<file path="config.mk">
export PLATFORM = sky130hd
export DESIGN_NAME = uart_frame_scheduler
export DESIGN_NICKNAME = d
export VERILOG_FILES = /design/src/rtl/uart_frame_pkg.sv /design/src/rtl/uart_frame_scheduler_rr_arbiter2.sv /design/src/rtl/uart_frame_scheduler.sv
export SDC_FILE = /design/constraint.sdc
export NUM_CORES = 1
export LEC_CHECK = 0
export BUFFER_PORTS_ARGS = -buffer_cell sky130_fd_sc_hd__buf_2
export CORE_UTILIZATION = 35
export CTS_CLUSTER_SIZE = 30
export DETAILED_ROUTE_END_ITERATION = 12
export PLACE_DENSITY = 0.64
export REMOVE_ABC_BUFFERS = 1
export SETUP_SLACK_MARGIN = 0.15
export SYNTH_ARGS = -nofsm -noshare
export SYNTH_HDL_FRONTEND = slang
export SYNTH_SLANG_ARGS = --single-unit
</file>
<file path="constraint.sdc">
create_clock -name clk -period 2.3 [get_ports clk]
set_input_delay 0.345 -clock clk [delete_from_list [all_inputs] [get_ports clk]]
set_output_delay 0.345 -clock clk [all_outputs]
set_load 0.02 [all_outputs]
</file>
<file path="src/rtl/uart_frame_pkg.sv">
// Shared types and constants for the UART frame scheduler: FSM state encoding,
// ASCII constants used by the line sources, and the grant helper.
package uart_frame_pkg;

    localparam int unsigned GRANT_WIDTH   = 2;
    localparam int unsigned TIMEOUT_WIDTH = 20;

    typedef enum logic [2:0] {
        IDLE = 3'd0,
        LOAD = 3'd1,
        SEND = 3'd2,
        WAIT = 3'd3,
        DONE = 3'd4
    } state_t;

    localparam logic [7:0] ASCII_TAB   = 8'h09;
    localparam logic [7:0] ASCII_LF    = 8'h0a;
    localparam logic [7:0] ASCII_SPACE = 8'h20;
    localparam logic [7:0] ASCII_O     = 8'h4f;
    localparam logic [7:0] ASCII_K     = 8'h4b;
    localparam logic [7:0] ASCII_X     = 8'h58;

    // One-hot grant {src1,src0} for a source select bit
    function automatic logic [GRANT_WIDTH-1:0] src_onehot(input logic sel);
        return sel ? 2'b10 : 2'b01;
    endfunction

endpackage

</file>
<file path="src/rtl/uart_frame_scheduler_rr_arbiter2.sv">
// Two-input round-robin arbiter: a lone request wins outright, a tie goes to the
// source that was not served last. The pointer moves only when upd_en is high.
module rr_arbiter2
    import uart_frame_pkg::*;
(
    input  logic                   clk,
    input  logic                   rst,
    input  logic [GRANT_WIDTH-1:0] req,
    input  logic                   upd_en,
    input  logic                   upd_src,
    output logic [GRANT_WIDTH-1:0] grant_c
);

    // 1 = src1 was served last, so src0 wins the first tie after reset
    logic last_q;

    always_ff @(posedge clk or posedge rst) begin
        if (rst) begin
            last_q <= 1'b1;
        end else if (upd_en) begin
            last_q <= upd_src;
        end
    end

    always_comb begin
        grant_c = '0;
        case (req)
            2'b01:   grant_c = 2'b01;
            2'b10:   grant_c = 2'b10;
            2'b11:   grant_c = src_onehot(~last_q);
            default: grant_c = '0;
        endcase
    end

endmodule

</file>
<file path="src/rtl/uart_frame_scheduler.sv">
// Shares one uart_tx between two ASCII line sources, stepping char_idx per byte.
// Optional WAIT timeout with sticky err is enabled by defining UART_FRAME_TIMEOUT_EN.
module uart_frame_scheduler
    import uart_frame_pkg::*;
#(
    parameter int unsigned DATA_WIDTH = 8,
    parameter int unsigned IDX_WIDTH  = 5,
    parameter int unsigned FRAME_LEN0 = 25,
    parameter int unsigned FRAME_LEN1 = 16
`ifdef UART_FRAME_TIMEOUT_EN
    ,
    parameter logic [TIMEOUT_WIDTH-1:0] TIMEOUT = 20'd1_000_000
`endif
) (
    input  logic                   clk,
    input  logic                   rst,
    input  logic                   src0_req,
    input  logic                   src1_req,
    input  logic [DATA_WIDTH-1:0]  src0_data,
    input  logic [DATA_WIDTH-1:0]  src1_data,
    output logic [IDX_WIDTH-1:0]   char_idx,
    output logic [GRANT_WIDTH-1:0] grant,
    output logic                   src0_ack,
    output logic                   src1_ack,
    output logic                   tx_start,
    output logic [DATA_WIDTH-1:0]  tx_data,
    input  logic                   tx_done,
    output logic                   busy,
    output logic                   err
);

    localparam logic [IDX_WIDTH-1:0] LAST_IDX0 = IDX_WIDTH'(FRAME_LEN0 - 1);
    localparam logic [IDX_WIDTH-1:0] LAST_IDX1 = IDX_WIDTH'(FRAME_LEN1 - 1);

    state_t                 state_q, state_d;
    logic [IDX_WIDTH-1:0]   idx_d;
    logic [GRANT_WIDTH-1:0] grant_d;
    logic                   ack0_d, ack1_d;
    logic                   start_d;
    logic [DATA_WIDTH-1:0]  data_d;
    logic [GRANT_WIDTH-1:0] arb_grant;
    logic                   arb_upd;
    logic [IDX_WIDTH-1:0]   last_idx;

`ifdef UART_FRAME_TIMEOUT_EN
    logic [TIMEOUT_WIDTH-1:0] cnt_q, cnt_d;
    logic                     err_d;
`endif

    rr_arbiter2 u_arb (
        .clk     (clk),
        .rst     (rst),
        .req     ({src1_req, src0_req}),
        .upd_en  (arb_upd),
        .upd_src (grant[1]),
        .grant_c (arb_grant)
    );

    assign last_idx = grant[1] ? LAST_IDX1 : LAST_IDX0;

    // Next-state and next-output logic
    always_comb begin
        state_d = state_q;
        idx_d   = char_idx;
        grant_d = grant;
        ack0_d  = 1'b0;
        ack1_d  = 1'b0;
        start_d = 1'b0;
        data_d  = tx_data;
        arb_upd = 1'b0;
`ifdef UART_FRAME_TIMEOUT_EN
        cnt_d   = cnt_q;
        err_d   = err;
`endif
        case (state_q)
            IDLE: begin
                if (arb_grant != '0) begin
                    grant_d = arb_grant;
                    idx_d   = '0;
                    state_d = LOAD;
                end
            end
            LOAD: begin
                data_d  = grant[1] ? src1_data : src0_data;
                start_d = 1'b1;
                state_d = SEND;
            end
            SEND: begin
`ifdef UART_FRAME_TIMEOUT_EN
                cnt_d   = '0;
`endif
                state_d = WAIT;
            end
            WAIT: begin
                if (tx_done) begin
                    if (char_idx == last_idx) begin
                        ack0_d  = grant[0];
                        ack1_d  = grant[1];
                        state_d = DONE;
                    end else begin
                        idx_d   = char_idx + IDX_WIDTH'(1);
                        state_d = LOAD;
                    end
                end
`ifdef UART_FRAME_TIMEOUT_EN
                else if (cnt_q == TIMEOUT - TIMEOUT_WIDTH'(1)) begin
                    ack0_d  = grant[0];
                    ack1_d  = grant[1];
                    err_d   = 1'b1;
                    state_d = DONE;
                end else begin
                    cnt_d = cnt_q + TIMEOUT_WIDTH'(1);
                end
`endif
            end
            DONE: begin
                arb_upd = 1'b1;
                grant_d = '0;
                idx_d   = '0;
                state_d = IDLE;
            end
            default: begin
                grant_d = '0;
                idx_d   = '0;
                state_d = IDLE;
            end
        endcase
    end

    always_ff @(posedge clk or posedge rst) begin
        if (rst) begin
            state_q  <= IDLE;
            char_idx <= '0;
            grant    <= '0;
            src0_ack <= 1'b0;
            src1_ack <= 1'b0;
            tx_start <= 1'b0;
            tx_data  <= '0;
            busy     <= 1'b0;
        end else begin
            state_q  <= state_d;
            char_idx <= idx_d;
            grant    <= grant_d;
            src0_ack <= ack0_d;
            src1_ack <= ack1_d;
            tx_start <= start_d;
            tx_data  <= data_d;
            busy     <= (state_d != IDLE);
        end
    end

`ifdef UART_FRAME_TIMEOUT_EN
    // WAIT cycle counter and sticky timeout flag
    always_ff @(posedge clk or posedge rst) begin
        if (rst) begin
            cnt_q <= '0;
            err   <= 1'b0;
        end else begin
            cnt_q <= cnt_d;
            err   <= err_d;
        end
    end
`else
    assign err = 1'b0;
`endif

endmodule
</file>
==> run_results.csv <==
group,metric,value,unit
route,vias,937,
critical_path,path_delay_family,"simple AND/OR/NAND/NOR gates",
floorplan,core_area,3053,sq um
synth,synth_top_cells_by_count,"dfrtp_1 (22), nor2_1 (16), a21oi_1 (13)",
sta,final.min_clock_period,1.540,ns
floorplan,die_height,58.66,um
route,drc,0,
floorplan,pin_count,41,
place,dpl_cell_area,1339,sq um
synth,synth-edff-count,0,
clock_network,clk_path_buf_depth,2,
critical_path,path_buf_inv,0,
critical_path,crit_required,2.56,ns
sta,slew_violations,0,
pwr,p_per_area,1171,nW/um^2
sta,setup_violations,0,
critical_path,arrival,1.80,ns
pwr,ir_worst_vdd,567.4,uV
final_layout,fin_area,1369,sq um
status,status,"completed",
critical_path,critPathLaunchType,"register",
route,post_drt_wl_per_cell,11.35,um
synth,synthTopCellsByArea,"dfrtp_1 (49%), mux2i_1 (7.1%), a21oi_1 (5.8%)",
place,place_inst,190,
critical_path,worstPathCellList,"nor2_1 > a21o_1 > or4_1 > nand2_1",
synth,post-synth-top-count-cell,"dfrtp_1",
synth,yosysTopAreaCell,"dfrtp_1",
route,first_pass_iters,4,
floorplan,die_w,58.66,um
grt,grt_use_total,14.04,%
route,ant_nets,0,
flow_run,cap_violations,0,
final_layout,antenna_cells,0,
synth,synthArstFlopShare,100.0,%
critical_path,crit_path_end_kind,"register",
clock_network,clk_pin_slew_worst_paths,0.14,ns
sta,worst_slew_pin_slew,0.8341,ns
synth,synth_top_area_share,49.00,%
floorplan,fp.dieArea,3441,sq um
critical_path,slowest_stage,"dfrtp_1",
grt,overflow,0,
synth,avgSynthCellArea,10.03,sq um
sta,hold_viol,0,
critical_path,worst-path-max-fanout,8,
clock_network,clock-sinks,23,
clock_network,worstSkewPairLatency,0.32,ns
place,dp_hpwl,1683,um
clock_network,cts_buffers,3,
clock_network,cts_setup_buffers,0,
grt,grt_pass1_vias,836,
sta,post-route-period-util,66.94,%
critical_path,critPathKind,"register to register",
route,vias_per_cell,4.830,
critical_path,crit_path_max_incr_delay,0.51,ns
pwr,total_power,1.603,mW
sta,fmax,649.5,MHz
clock_network,cts_resized,0,
final_layout,final-instance-count-excl-fill,194,
final_layout,layout-drive-gt1-share,32.67,%
synth,yosysUniqueCellTypes,34,
synth,synth.cell_area,1124,sq um
sta,slew_headroom,44.33,%
sta,fin_skew,0.008991,ns
grt,grt_pass1_wl,3615,um
sta,rsz0062_at_grt,"false",
final_layout,multi_input_area,478.0,sq um
route,drt_iter0_drc,12,
sta,whs,0.1627,ns
synth,synth_warnings,0,
grt,antenna_found_initial,0,
synth,synthCells,112,
final_layout,n_fill_cell,327,
clock_network,cts_hold_buf,0,
place,io_buffers,39,
final_layout,seq_area,576.8,sq um
synth,ys.flop_type,"dfrtp_1",
clock_network,h-tree-depth,1,
final_layout,area_growth,21.83,%
route,drt-total-wl,2201,um
pwr,cellLeakagePower,0.6651,nW
synth,synth_seq_cells,23,
sta,setup_tns,0,ns
clock_network,root_buffer,"clkbuf_4",
floorplan,start_util,36.80,%
clock_network,cts_tree,"yes",
synth,ys_seq_area_share,51.34,%
grt,grt_max_degree,24,
final_layout,nNetsFinal,173,
hold_path,hold_path.class,"input pin to async pin",
floorplan,rows,20,
place,gp_congestion,0.8475,
==> path summary, 6_finish.rpt <==
check / startpoint / to / slack (ns) / cells past startpoint
setup / recovery: state_q[1] / char_idx[2] / 0.76 / 4
hold / removal: rst / tx_data[4] / 0.16 / 2
setup reg to reg: state_q[1] / char_idx[2] / 0.76 / 4
hold reg to reg: u_arb.last_q / u_arb.last_q / 0.50 / 2
max in group asynchronous: rst / char_idx[3] / 1.61 / 2
min in group clk: tx_done / state_q[0] / 0.27 / 2
==> logic make-up after synthesis <==
| logic type | Yosys count | synth area share [%] |
|---|---|---|
| AOI/OAI and AO/OA | 28 | 16.59 |
| adders and majority gates | 1 | 1.113 |
| buffers and inverters | 12 | 6.124 |
| and+or+nand+nor | 39 | 17.37 |
| DFF | 23 | 51.34 |
| muxes | 8 | 7.127 |
| other | 1 | 0.3338 |
==> report_power, final <==
part	switching [mW]	internal, mW	total, mW	leakage, nW
clock network	0.129	0.0664	0.195	0.0139
registers	0.124	0.542	0.666	0.274
logic	0.451	0.291	0.742	0.378
==> sequential cells by signal (all words and copies together), names as in the netlist <==
register / count
state_q: 3
char_idx: 5
tx_start: 1
src0_ack: 1
u_arb.last_q: 1
busy: 1
src1_ack: 1
tx_data: 8
grant: 2
==> layer usage <==
layer,up-vias,track usage (%),wire [um]
li1,471,-,-
met1,430,16.36,960
met2,32,23.97,1084
met3,4,4.835,116
met4,0,5.102,40
met5,-,0,0
==> stage by stage <==
step	util, %	worst slack, ns
after floorplan	-	0.5174
after global routing	44.84	0.6861
final	44.84	0.7604
after CTS	44.84	0.7634
after global placement	43.85	0.7173
after detailed placement	43.85	0.7017
==> cell usage in the layout (no fill, tap or decap), types with 2 or more instances in the layout <==
master,instances
nor2_1,16
o41ai_1,2
nand2_1,8
o21ai_0,4
buf_2,39
nand3_1,2
or3_1,2
inv_1,5
buf_4,2
mux2i_1,8
nand3b_1,2
a21oi_1,13
o211ai_1,2
nor3_1,2
dfrtp_1,22
clkbuf_4,3
==> area by class of cell <==
type                       instances  share of cell area [%]
clock buffer                       3                   1.645
clock inverter                     1                  0.5484
inverter                           5                   1.371
multi-input combinational         77                   34.92
sequential                        23                   42.14
tap                               44                   4.022
timing repair buffer              41                   15.36
No activity file was read; power rests on OpenSTA's default activity.
